`src/rtl/alu_arbiter.sv`:
```
// Round-robin arbiter sharing one logic unit between two requesters; gnt at +1, done/result at +2, one op per 2 cycles.
// Optional ALU_ARB_LOCK_EN adds lock0/lock1 to park the arbiter on a locking requester.
module alu_arbiter #(
  parameter int WIDTH = 8
) (
  input  logic             clk,
  input  logic             rst,
  input  logic             req0,
  input  logic             req1,
  input  logic [1:0]       op0,
  input  logic [1:0]       op1,
  input  logic [WIDTH-1:0] a0,
  input  logic [WIDTH-1:0] b0,
  input  logic [WIDTH-1:0] a1,
  input  logic [WIDTH-1:0] b1,
`ifdef ALU_ARB_LOCK_EN
  input  logic             lock0,
  input  logic             lock1,
`endif
  output logic             gnt0,
  output logic             gnt1,
  output logic             done0,
  output logic             done1,
  output logic [WIDTH-1:0] result,
  output logic             busy,
  output logic [1:0]       alu_op,
  output logic [WIDTH-1:0] alu_a,
  output logic [WIDTH-1:0] alu_b,
  input  logic [WIDTH-1:0] alu_y
);

  typedef enum logic {IDLE = 1'b0, EXEC = 1'b1} state_t;

  state_t           state_q, state_d;
  logic             gnt0_q, gnt0_d, gnt1_q, gnt1_d;
  logic             done0_q, done0_d, done1_q, done1_d;
  logic             busy_q, busy_d;
  logic [WIDTH-1:0] result_q, result_d;
  logic [1:0]       alu_op_q, alu_op_d;
  logic [WIDTH-1:0] alu_a_q, alu_a_d, alu_b_q, alu_b_d;
  logic             owner_q, owner_d;
  logic             last_q, last_d;
  logic             r0, r1, win_vld, win_sel;
`ifdef ALU_ARB_LOCK_EN
  logic             park_q, park_d;
  logic             hold_q, hold_d;
  logic             parked_now;
`endif

  always_comb begin
    state_d  = state_q;
    gnt0_d   = 1'b0;
    gnt1_d   = 1'b0;
    done0_d  = 1'b0;
    done1_d  = 1'b0;
    result_d = result_q;
    alu_op_d = alu_op_q;
    alu_a_d  = alu_a_q;
    alu_b_d  = alu_b_q;
    owner_d  = owner_q;
    last_d   = last_q;
    r0       = req0;
    r1       = req1;
`ifdef ALU_ARB_LOCK_EN
    park_d     = park_q;
    hold_d     = hold_q;
    // Park holds only while the owner keeps its lock; a dropped lock releases on this same edge.
    parked_now = park_q && (owner_q ? lock1 : lock0);
    if (parked_now) begin
      r0 = req0 & ~owner_q;
      r1 = req1 & owner_q;
    end
`endif
    win_vld = r0 | r1;
    win_sel = (r0 & r1) ? ~last_q : r1;

    case (state_q)
      IDLE: begin
        if (win_vld) begin
          state_d  = EXEC;
          owner_d  = win_sel;
          gnt0_d   = ~win_sel;
          gnt1_d   = win_sel;
          alu_op_d = win_sel ? op1 : op0;
          alu_a_d  = win_sel ? a1 : a0;
          alu_b_d  = win_sel ? b1 : b0;
`ifdef ALU_ARB_LOCK_EN
          park_d = win_sel ? lock1 : lock0;
          hold_d = parked_now;
`endif
        end else begin
`ifdef ALU_ARB_LOCK_EN
          park_d = parked_now;
`endif
        end
      end
      EXEC: begin
        state_d  = IDLE;
        result_d = alu_y;
        done0_d  = ~owner_q;
        done1_d  = owner_q;
`ifdef ALU_ARB_LOCK_EN
        if (!hold_q) last_d = owner_q;
`else
        last_d = owner_q;
`endif
      end
      default: state_d = IDLE;
    endcase
    busy_d = (state_d == EXEC);
  end

  always_ff @(posedge clk) begin
    if (rst) begin
      state_q  <= IDLE;
      gnt0_q   <= 1'b0;
      gnt1_q   <= 1'b0;
      done0_q  <= 1'b0;
      done1_q  <= 1'b0;
      busy_q   <= 1'b0;
      result_q <= '0;
      alu_op_q <= '0;
      alu_a_q  <= '0;
      alu_b_q  <= '0;
      owner_q  <= 1'b0;
      last_q   <= 1'b1;
`ifdef ALU_ARB_LOCK_EN
      park_q   <= 1'b0;
      hold_q   <= 1'b0;
`endif
    end else begin
      state_q  <= state_d;
      gnt0_q   <= gnt0_d;
      gnt1_q   <= gnt1_d;
      done0_q  <= done0_d;
      done1_q  <= done1_d;
      busy_q   <= busy_d;
      result_q <= result_d;
      alu_op_q <= alu_op_d;
      alu_a_q  <= alu_a_d;
      alu_b_q  <= alu_b_d;
      owner_q  <= owner_d;
      last_q   <= last_d;
`ifdef ALU_ARB_LOCK_EN
      park_q   <= park_d;
      hold_q   <= hold_d;
`endif
    end
  end

  assign gnt0   = gnt0_q;
  assign gnt1   = gnt1_q;
  assign done0  = done0_q;
  assign done1  = done1_q;
  assign busy   = busy_q;
  assign result = result_q;
  assign alu_op = alu_op_q;
  assign alu_a  = alu_a_q;
  assign alu_b  = alu_b_q;

endmodule

```
`config.mk`:
```
export PLATFORM = sky130hd
export DESIGN_NAME = alu_arbiter
export DESIGN_NICKNAME = d
export VERILOG_FILES = /design/src/rtl/alu_arbiter.sv
export SDC_FILE = /design/constraint.sdc
export NUM_CORES = 1
export LEC_CHECK = 0
export BUFFER_PORTS_ARGS = -buffer_cell sky130_fd_sc_hd__buf_2
export CORE_MARGIN = 8
export CORE_UTILIZATION = 43
export CTS_CLUSTER_DIAMETER = 60
export DETAILED_ROUTE_END_ITERATION = 10
export PLACE_DENSITY = 0.76
export SLEW_MARGIN = 20
export SYNTH_ARGS = -nofsm -noshare
export SYNTH_HDL_FRONTEND = slang
export SYNTH_SLANG_ARGS = --single-unit
```
`constraint.sdc`:
```
create_clock -name clk -period 1.6 [get_ports clk]
set_input_delay 0.16 -clock clk [delete_from_list [all_inputs] [get_ports clk]]
set_output_delay 0.16 -clock clk [all_outputs]
set_load 0.02 [all_outputs]
```
==> results.sh, run 1 <==
export IMPL_power_switching_mw=0.594
export IMPL_grt_antenna_before_repair=0
export IMPL_switching_share=0.322
export IMPL_rows=20
export IMPL_area_delta_synth_final_pct=34.0
export IMPL_fmax_mhz=772
export IMPL_fin_nets=273
export IMPL_synth_seq_cells=33
export IMPL_synth_avg_cell_area_um2=9.55
export IMPL_start_util=0.456
export IMPL_use_met1=0.165
export IMPL_period_needed_ns=1.30
export IMPL_core_area_um2=3080
export IMPL_use_met2=0.230
export IMPL_root_buffer="clkbuf_4"
export IMPL_met3_usage=0.0701
export IMPL_drv_cap=0
export IMPL_cts_sinks=33
export IMPL_synth_cell_type_count=22
export IMPL_placedCellCount=262
export IMPL_grt_total_usage=0.146
export IMPL_die_w_um=73.1
export IMPL_drcViolationCount=0
export IMPL_crit_fanout=15
export IMPL_worstMarginPinSlew_ns=0.700
export IMPL_yosys_warnings=0
export IMPL_dieArea_um2=5350
export IMPL_hold_buffers=0
export IMPL_vias_per_cell=4.75
export IMPL_finClkSkew_ns=0.00909
export IMPL_dr_pass1_iters=4
export IMPL_reg2reg_slack_ns=0.41
export IMPL_final_util=0.611
export IMPL_numCtsBuffers=5
export IMPL_post_drt_wl_per_cell_um=13.6
export IMPL_finalSetupTns_ns=0
export IMPL_vias=1283
export IMPL_slew_headroom=0.533
export IMPL_cp_end_kind="output pin"
export IMPL_port_buffers=78
export IMPL_drive_gt1_frac=0.504
export IMPL_rsz0062_at_grt="no"
export IMPL_cts_max_path_buffers=2
export IMPL_ios=79
export IMPL_top_usage_layer="met2"
export IMPL_hold_viol_final=0
export IMPL_clk_transition_reported_paths_ns=0.11
export IMPL_required_ns=1.44
export IMPL_cp_data_arrival_time_ns=1.14
export IMPL_power_leakage_nw=0.924
export IMPL_n_antenna_cell=0
export IMPL_vdd_drop_max_mv=0.487
export IMPL_drtAntennaViolNets=0
export IMPL_synth_edf_count=0
export IMPL_synthArstFlopShare=0
export IMPL_yosysSeqAreaShare=0.471
export IMPL_clk_latency_ns=0.33
export IMPL_grt_pass1_vias=1330
export IMPL_syn_nets=195
export IMPL_syn_area_um2=1400
export IMPL_hpwlAfterDp_um=2790
export IMPL_fin_cells=270
export IMPL_h_tree_depth=2
export IMPL_path_cells="buf_4 > buf_2"
export IMPL_min_period_over_period=0.810
export IMPL_seq_power_share=0.500
export IMPL_die_h_um=73.1
export IMPL_power_density_nw_per_um2=982
export IMPL_cts_tree="done"
export IMPL_cts_resized=0
export IMPL_slowest_delay_ns=0.36
export IMPL_hold_class="input port to flop"
export IMPL_worstSetupStartpointType="flop"
export IMPL_maxSlewViolCount=0
export IMPL_path_class="flop to output pin"
export IMPL_grt_max_degree=34
export IMPL_syn_inst=147
export IMPL_grt_first_pass_wirelength_um=6110
export IMPL_crit_slowest_cell="dfxtp_1"
export IMPL_status="complete, no violations"
export IMPL_design_power_total_mw=1.85
export IMPL_setup_violations=0
export IMPL_drtIter0Drc=102
export IMPL_drt_total_wl_um=3680
export IMPL_fillerInstances=302
export IMPL_clockPowerShare=0.245
export IMPL_synth_ff_type="dfxtp_1"
export IMPL_grt_overflow=0
export IMPL_p_int_mw=1.25
export IMPL_post_cts_buffers=0
export IMPL_p_comb_frac=0.256
export IMPL_gp_congestion=0.754
## power by group through the flow
stage | Combinational (mW) | Sequential (mW) | Clock (mW)
4_1_cts | 0.480 | 0.923 | 0.473
3_5_place_dp | 0.479 | 0.941 | 0
2_1_floorplan | 0.230 | 1.02 | 0
3_3_place_gp | 0.473 | 0.941 | 0
5_1_grt | 0.517 | 0.932 | 0.512
6_report | 0.472 | 0.923 | 0.452
## layer usage
layer,share of wire,wire (um),up-vias
met3,0.089,327,4
met5,0,0,-
met2,0.47,1720,41
li1,-,-,664
met4,0.011,39,0
met1,0.43,1590,574
## registers in the layout, indices dropped and copies added, names as in the netlist, 2 cells and up
register and count:
alu_op 2, alu_a 8, alu_b 8, result 8
## worst max-delay path: cells and delay by family (launching register included)
| kind | cells | cell delay (ns) |
|---|---|---|
| DFF | 1 | 0.36 |
| buffers and inverters | 2 | 0.43 |
## stage by stage
stage | instance area, um2 | worst slack [ns] | hold WS (ns)
6_report | 1880 | 0.304 | 0.0589
5_1_grt | 1880 | 0.227 | 0.0403
4_1_cts | 1880 | 0.287 | 0.0415
3_5_place_dp | 1830 | 0.390 | 0.404
3_3_place_gp | 1830 | 0.450 | 0.396
2_1_floorplan | 1400 | 0.311 | 0.301
## kinds of logic (layout without fill, tap and decap cells)
family | count (synthesis) | count (layout) | synth area share
AND/OR/NAND/NOR | 51 | 51 | 0.146
AO/OA/AOI/OAI | 42 | 42 | 0.266
multiplexers | 8 | 8 | 0.0570
flip-flops | 33 | 33 | 0.471
buffers and inverters | 13 | 92 | 0.0606
## synthesized netlist by cell type (2+ instances only)
master	n	area, um2
buf_4	2	15.0
a21oi_2	9	78.8
a211oi_1	8	60.1
dfxtp_1	33	661
mux2i_1	8	80.1
nor3_1	2	10.0
a211oi_2	10	125
a21oi_1	9	45.0
nand2_1	18	67.6
buf_6	3	33.8
nor2_1	28	105
buf_2	5	25.0
clkbuf_1	3	11.3
## final cells by class
cell class,count,area [um2],share of cell area
well taps,44,55.1,0.0293
multi-input cells,101,662,0.352
clock buffers,5,37.5,0.0200
clock inverters,3,17.5,0.00931
repair buffers,84,448,0.238
flip-flops and latches,33,661,0.351
## final timing paths
path                                            from                     end  cells past startpoint
worst min-delay path                        alu_y[6]  result[6]$_SDFFE_PP0P_                      3
worst max register to register   last_q$_SDFFE_PP1P_  alu_op[0]$_SDFFE_PP0P_                      3
worst max-delay path                 busy$_SDFF_PP0_                    busy                      2
worst min register to register  owner_q$_SDFFE_PP0P_        done0$_SDFF_PP0_                      1
## cell usage in the layout (no fill, tap or decap), drive strengths merged
cell type,netlist,final
o21bai,1,1
a211oi,18,18
clkinv,0,2
nor3b,1,1
o21ba,1,1
mux2i,8,8
nand2,18,18
a21oi,18,18
a21bo,1,1
nor2,28,28
and3b,1,1
nor3,2,2
clkbuf,3,5
buf,10,84
a211o,1,1
dfxtp,33,33
a21boi,1,1
nor2b,1,1
clkinvlp,0,1
a2bb2oi,1,1
No activity file was read; power rests on OpenSTA's default activity.
==> inputs of run 2 (changes only) <==
Settings changed: ABC_AREA set to 1, CORE_UTILIZATION 43 to 44, PLACE_DENSITY 0.76 to 0.77.
Clock period 1.6 ns to 1.3 ns, I/O delays scaled along.
==> run 2 against run 1 <==
Critical path depth rose by 3. Flip-flop and latch count did not move. Combinational power rose by 33%. Sequential share of layout area fell by 4.0 points. Register-to-register slack got worse by 0.23 ns. Clock power rose by 110%. Largest power group unchanged.
==> results.sh, run 2 <==
export IMPL_port_buffers=78
export IMPL_hold_viol_final=0
export IMPL_rows=21
export IMPL_hpwlAfterDp_um=3010
export IMPL_final_util=0.646
export IMPL_path_cells="inv_1 > nor2_4 > inv_1 > nor2_1 > nor2_1"
export IMPL_drtAntennaViolNets=0
export IMPL_cp_data_arrival_time_ns=1.35
export IMPL_setup_violations=0
export IMPL_grt_antenna_before_repair=0
export IMPL_required_ns=1.53
export IMPL_finClkSkew_ns=0.00706
export IMPL_post_drt_wl_per_cell_um=11.6
export IMPL_rsz0062_at_grt="no"
export IMPL_area_delta_synth_final_pct=43.5
export IMPL_numCtsBuffers=5
export IMPL_cts_sinks=33
export IMPL_vias_per_cell=4.46
export IMPL_yosysMostFrequentCell="nand2_1"
export IMPL_synth_seq_cells=33
export IMPL_vdd_drop_max_mv=0.621
export IMPL_drtIter0Drc=88
export IMPL_fin_nets=348
export IMPL_start_util=0.450
export IMPL_yosysSeqAreaShare=0.447
export IMPL_grt_first_pass_wirelength_um=6760
export IMPL_worstSetupStartpointType="flop"
export IMPL_drt_total_wl_um=4030
export IMPL_n_antenna_cell=0
export IMPL_vias=1546
export IMPL_crit_fanout=9
export IMPL_path_class="flop to flop"
export IMPL_status="complete, no violations"
export IMPL_drv_cap=0
export IMPL_grt_total_usage=0.156
export IMPL_dieArea_um2=5470
export IMPL_yosys_warnings=0
export IMPL_synth_avg_cell_area_um2=7.01
export IMPL_maxSlewViolCount=0
export IMPL_pre_cts_slack_ns=0.162
export IMPL_core_area_um2=3280
export IMPL_hold_class="input port to flop"
export IMPL_clk_transition_reported_paths_ns=0.11
export IMPL_crit_buf_inv=2
export IMPL_clk_latency_ns=0.33
export IMPL_post_cts_buffers=0
export IMPL_syn_inst=211
export IMPL_setup_slack_ns=0.179
export IMPL_synth_top_area_cell="dfxtp_1"
export IMPL_fmax_mhz=892
export IMPL_synthArstFlopShare=0
export IMPL_fin_cells=347
export IMPL_drcViolationCount=0
export IMPL_synth_edf_count=0
export IMPL_crit_slowest_cell="dfxtp_1"
export IMPL_grt_max_degree=23
export IMPL_final_cell_mix="buf_2, nand2_1, dfxtp_1, nand3_1, nor2_1"
export IMPL_fillerInstances=304
export IMPL_grt_pass1_vias=1533
export IMPL_synth_top_cell_area_share=0.447
export IMPL_placedCellCount=333
export IMPL_final_common_cell="buf_2"
export IMPL_min_period_over_period=0.862
export IMPL_slowest_delay_ns=0.43
export IMPL_cts_tree="done"
export IMPL_grt_overflow=0
export IMPL_power_density_nw_per_um2=1280
export IMPL_h_tree_depth=2
export IMPL_cp_end_kind="flop"
export IMPL_synth_ff_type="dfxtp_1"
export IMPL_gp_congestion=0.749
export IMPL_syn_nets=259
export IMPL_dr_pass1_iters=4
export IMPL_slew_headroom=0.854
export IMPL_syn_area_um2=1480
export IMPL_drive_gt1_frac=0.329
export IMPL_ios=79
export IMPL_worstMarginPinSlew_ns=0.218
export IMPL_period_needed_ns=1.12
export IMPL_power_leakage_nw=1.21
export IMPL_fin_hold_ws_ns=0.0186
export IMPL_root_buffer="clkbuf_4"
export IMPL_die_w_um=74.0
export IMPL_cts_max_path_buffers=2
export IMPL_crit_family="flip-flops"
export IMPL_die_h_um=74.0
export IMPL_synth_commonest_cells="nand2_1, dfxtp_1, nand3_1, nor2_1, inv_1"
export IMPL_synth_area_leaders="dfxtp_1, nand2_1, nand3_1"
export IMPL_synth_cell_type_count=15
export IMPL_finalSetupTns_ns=0
==> run 2: final cells by class <==
| cell class | instances | area, um2 | area share |
|---|---|---|---|
| clock buffers | 5 | 37.5 | 0.0177 |
| clock inverters | 3 | 65.1 | 0.0307 |
| repair buffers | 91 | 528 | 0.249 |
| inverters | 26 | 97.6 | 0.0460 |
| multi-input cells | 143 | 676 | 0.318 |
| well taps | 46 | 57.6 | 0.0271 |
| flip-flops and latches | 33 | 661 | 0.311 |
==> run 2: what timing repair did <==
item,CTS,global route
hold buffers,3,3
setup endpoints to repair,0,1
resized for setup,0,1
endpoints found under the hold margin,3,3
==> run 2: power by group <==
part | internal (mW) | switching, mW
clock network | 0.595 | 0.348
registers | 1.10 | 0.0441
logic | 0.259 | 0.368
total | 1.96 | 0.760
==> run 2: worst register-to-register path: cells and delay by family (launching register included) <==
kind / cells / cell delay [ns]
and+or+nand+nor: 3 / 0.39
buffers and inverters: 2 / 0.21
DFF: 1 / 0.43
==> run 2: cell families (layout without fill, tap and decap cells) <==
family                 Yosys count  count (layout)  synth area share
buffers and inverters           35             125            0.0981
DFF                             33              33             0.447
AOI/OAI and AO/OA               20              20             0.105
and+or+nand+nor                123             123             0.350
==> run 2: through the flow <==
step           total power [mW]  cell area [um2]
2_1_floorplan              1.55             1480
3_3_place_gp               1.78             1960
3_5_place_dp               1.79             1960
4_1_cts                    2.73             2090
5_1_grt                    2.87             2120
6_report                   2.72             2120
==> run 2: layer usage <==
metal	vias up	global-route usage	wire [um]
met5	-	0	0
met4	0	0.0333	22
met1	665	0.176	1660
met2	45	0.262	2010
li1	834	-	-
met3	2	0.0714	348
==> run 2: final timing paths <==
check | start | endpoint | slack, ns | cells past startpoint
setup reg to reg | busy$_SDFF_PP0_ | last_q$_SDFFE_PP1P_ | 0.18 | 5
hold reg to reg | owner_q$_SDFFE_PP0P_ | done1$_SDFF_PP0_ | 0.46 | 2
setup / recovery | busy$_SDFF_PP0_ | last_q$_SDFFE_PP1P_ | 0.18 | 5
hold / removal | alu_y[3] | result[3]$_SDFFE_PP0P_ | 0.02 | 2
==> inputs of run 3 (changes only) <==
Settings changed: CORE_UTILIZATION 44 to 40, PLACE_DENSITY 0.77 to 0.73.
Clock period 1.3 ns to 0.95 ns, I/O delays scaled along.
==> run 3 against run 2 <==
The flow now finishes with violations (setup timing). Count of clock-buffer cells in the layout is 1 higher. Worst setup slack worse by 0.24 ns. First-iteration DRC count is 58% lower. Sequential power is 37% higher. Critical path type unchanged. Critical endpoint is now alu_a[5]$_SDFFE_PP0P_. Highest routed layer unchanged.
==> results.sh, run 3 (synthesized netlist as in run 2, its figures left out) <==
export IMPL_status="complete, but fails checks"
export IMPL_violations="setup timing"
export IMPL_root_buffer="clkbuf_8"
export IMPL_h_tree_depth=2
export IMPL_required_ns=1.18
export IMPL_drt_total_wl_um=4290
export IMPL_path_cells="nand2_4 > buf_12 > a21boi_0 > nor2_1 > nor2_1"
export IMPL_critPathLaunch="last_q$_SDFFE_PP1P_"
export IMPL_grt_total_usage=0.139
export IMPL_port_buffers=78
export IMPL_grt_first_pass_wirelength_um=6880
export IMPL_slowest_delay_ns=0.37
export IMPL_pre_cts_slack_ns=-0.105
export IMPL_fin_hold_ws_ns=0.0179
export IMPL_drv_cap=0
export IMPL_die_w_um=76.8
export IMPL_rows=22
export IMPL_worstMarginPinSlew_ns=0.297
export IMPL_hold_class="input port to flop"
export IMPL_cts_sinks=33
export IMPL_r2r_start="last_q$_SDFFE_PP1P_"
export IMPL_crit_family="flip-flops"
export IMPL_grt_pass1_vias=1463
export IMPL_area_delta_synth_final_pct=45.9
export IMPL_cpMostUsedCell="nor2_1"
export IMPL_crit_buf_inv=1
export IMPL_cp_data_arrival_time_ns=1.23
export IMPL_cp_end_kind="flop"
export IMPL_fmax_mhz=994
export IMPL_finClkSkew_ns=0.00709
export IMPL_vias_per_cell=4.52
export IMPL_dr_pass1_iters=4
export IMPL_period_needed_ns=1.01
export IMPL_power_density_nw_per_um2=1630
export IMPL_rsz0062_at_grt="yes"
export IMPL_hp_start="alu_y[2]"
export IMPL_setup_slack_ns=-0.0564
export IMPL_start_util=0.410
export IMPL_grt_antenna_before_repair=0
export IMPL_core_area_um2=3610
export IMPL_die_h_um=76.8
export IMPL_design_power_total_mw=3.52
export IMPL_drtIter0Drc=37
export IMPL_final_cell_mix="buf_2, nand2_1, dfxtp_1, nand3_1, nor2_1"
export IMPL_min_period_over_period=1.06
export IMPL_hpwlAfterDp_um=3060
export IMPL_ios=79
export IMPL_maxSlewViolCount=0
export IMPL_grt_max_degree=31
export IMPL_hold_viol_final=0
export IMPL_post_drt_wl_per_cell_um=12.3
export IMPL_grt_overflow=0
export IMPL_worstSetupStartpointType="flop"
export IMPL_drtAntennaViolNets=0
export IMPL_setup_violations=12
export IMPL_crit_fanout=13
export IMPL_power_leakage_nw=1.22
export IMPL_gp_congestion=0.749
export IMPL_drive_gt1_frac=0.361
export IMPL_clk_latency_ns=0.29
export IMPL_cts_max_path_buffers=2
export IMPL_fillerInstances=359
export IMPL_final_util=0.598
export IMPL_cts_tree="done"
export IMPL_final_common_cell="buf_2"
export IMPL_clk_transition_reported_paths_ns=0.07
export IMPL_vdd_drop_max_mv=0.853
export IMPL_vias=1568
export IMPL_path_class="flop to flop"
export IMPL_slew_headroom=0.802
export IMPL_dieArea_um2=5900
export IMPL_n_antenna_cell=0
export IMPL_fin_nets=346
export IMPL_crit_slowest_cell="dfxtp_2"
export IMPL_numCtsBuffers=5
export IMPL_drcViolationCount=0
[run 3: layout make-up]
type / count / area (um2) / area share
Multi-Input combinational cell: 143 / 711 / 0.329
Sequential cell: 33 / 666 / 0.309
Timing Repair Buffer: 89 / 538 / 0.249
Inverter: 26 / 100 / 0.0464
Clock buffer: 6 / 72.6 / 0.0336
Tap cell: 48 / 60.1 / 0.0278
Clock inverter: 2 / 10.0 / 0.00464
[run 3: power by group]
part | internal, mW | leakage, nW | switching, mW
sequential | 1.51 | 0.273 | 0.0668
clock | 0.507 | 0.0450 | 0.516
combinational | 0.387 | 0.903 | 0.530
total | 2.41 | 1.22 | 1.11
[run 3: routing by layer]
| metal | vias up | routed length (um) | global-route usage |
|---|---|---|---|
| li1 | 830 | - | - |
| met1 | 679 | 1850 | 0.161 |
| met2 | 53 | 2030 | 0.218 |
| met3 | 6 | 350 | 0.0676 |
| met4 | 0 | 47 | 0.0462 |
| met5 | - | 0 | 0 |
[run 3: final timing paths]
check / end / cells after the start / slack [ns]
worst max-delay path: alu_a[5]$_SDFFE_PP0P_ / 5 / -0.06
worst min-delay path: result[2]$_SDFFE_PP0P_ / 2 / 0.02
worst max register to register: alu_a[5]$_SDFFE_PP0P_ / 5 / -0.06
worst min register to register: done0$_SDFF_PP0_ / 1 / 0.47
[run 3: per-stage QoR]
stage / setup TNS [ns] / std cells / cell area (um2)
global route: -1.51 / 347 / 2160
global placement: -1.51 / 336 / 1980
detailed placement: -1.65 / 336 / 1980
CTS: 0 / 346 / 2090
floorplan: -0.00242 / 211 / 1500
finish: -0.189 / 347 / 2160
[run 3: timing repair]
action                                  4_1_cts  5_1_grt
resized for setup                             7       16
hold endpoints to repair                      0        0
pin swaps                                     1        2
endpoints found under the setup margin       20       25
buffers inserted                              2        0
cloned                                        0        1
hold buffers                                  0        0
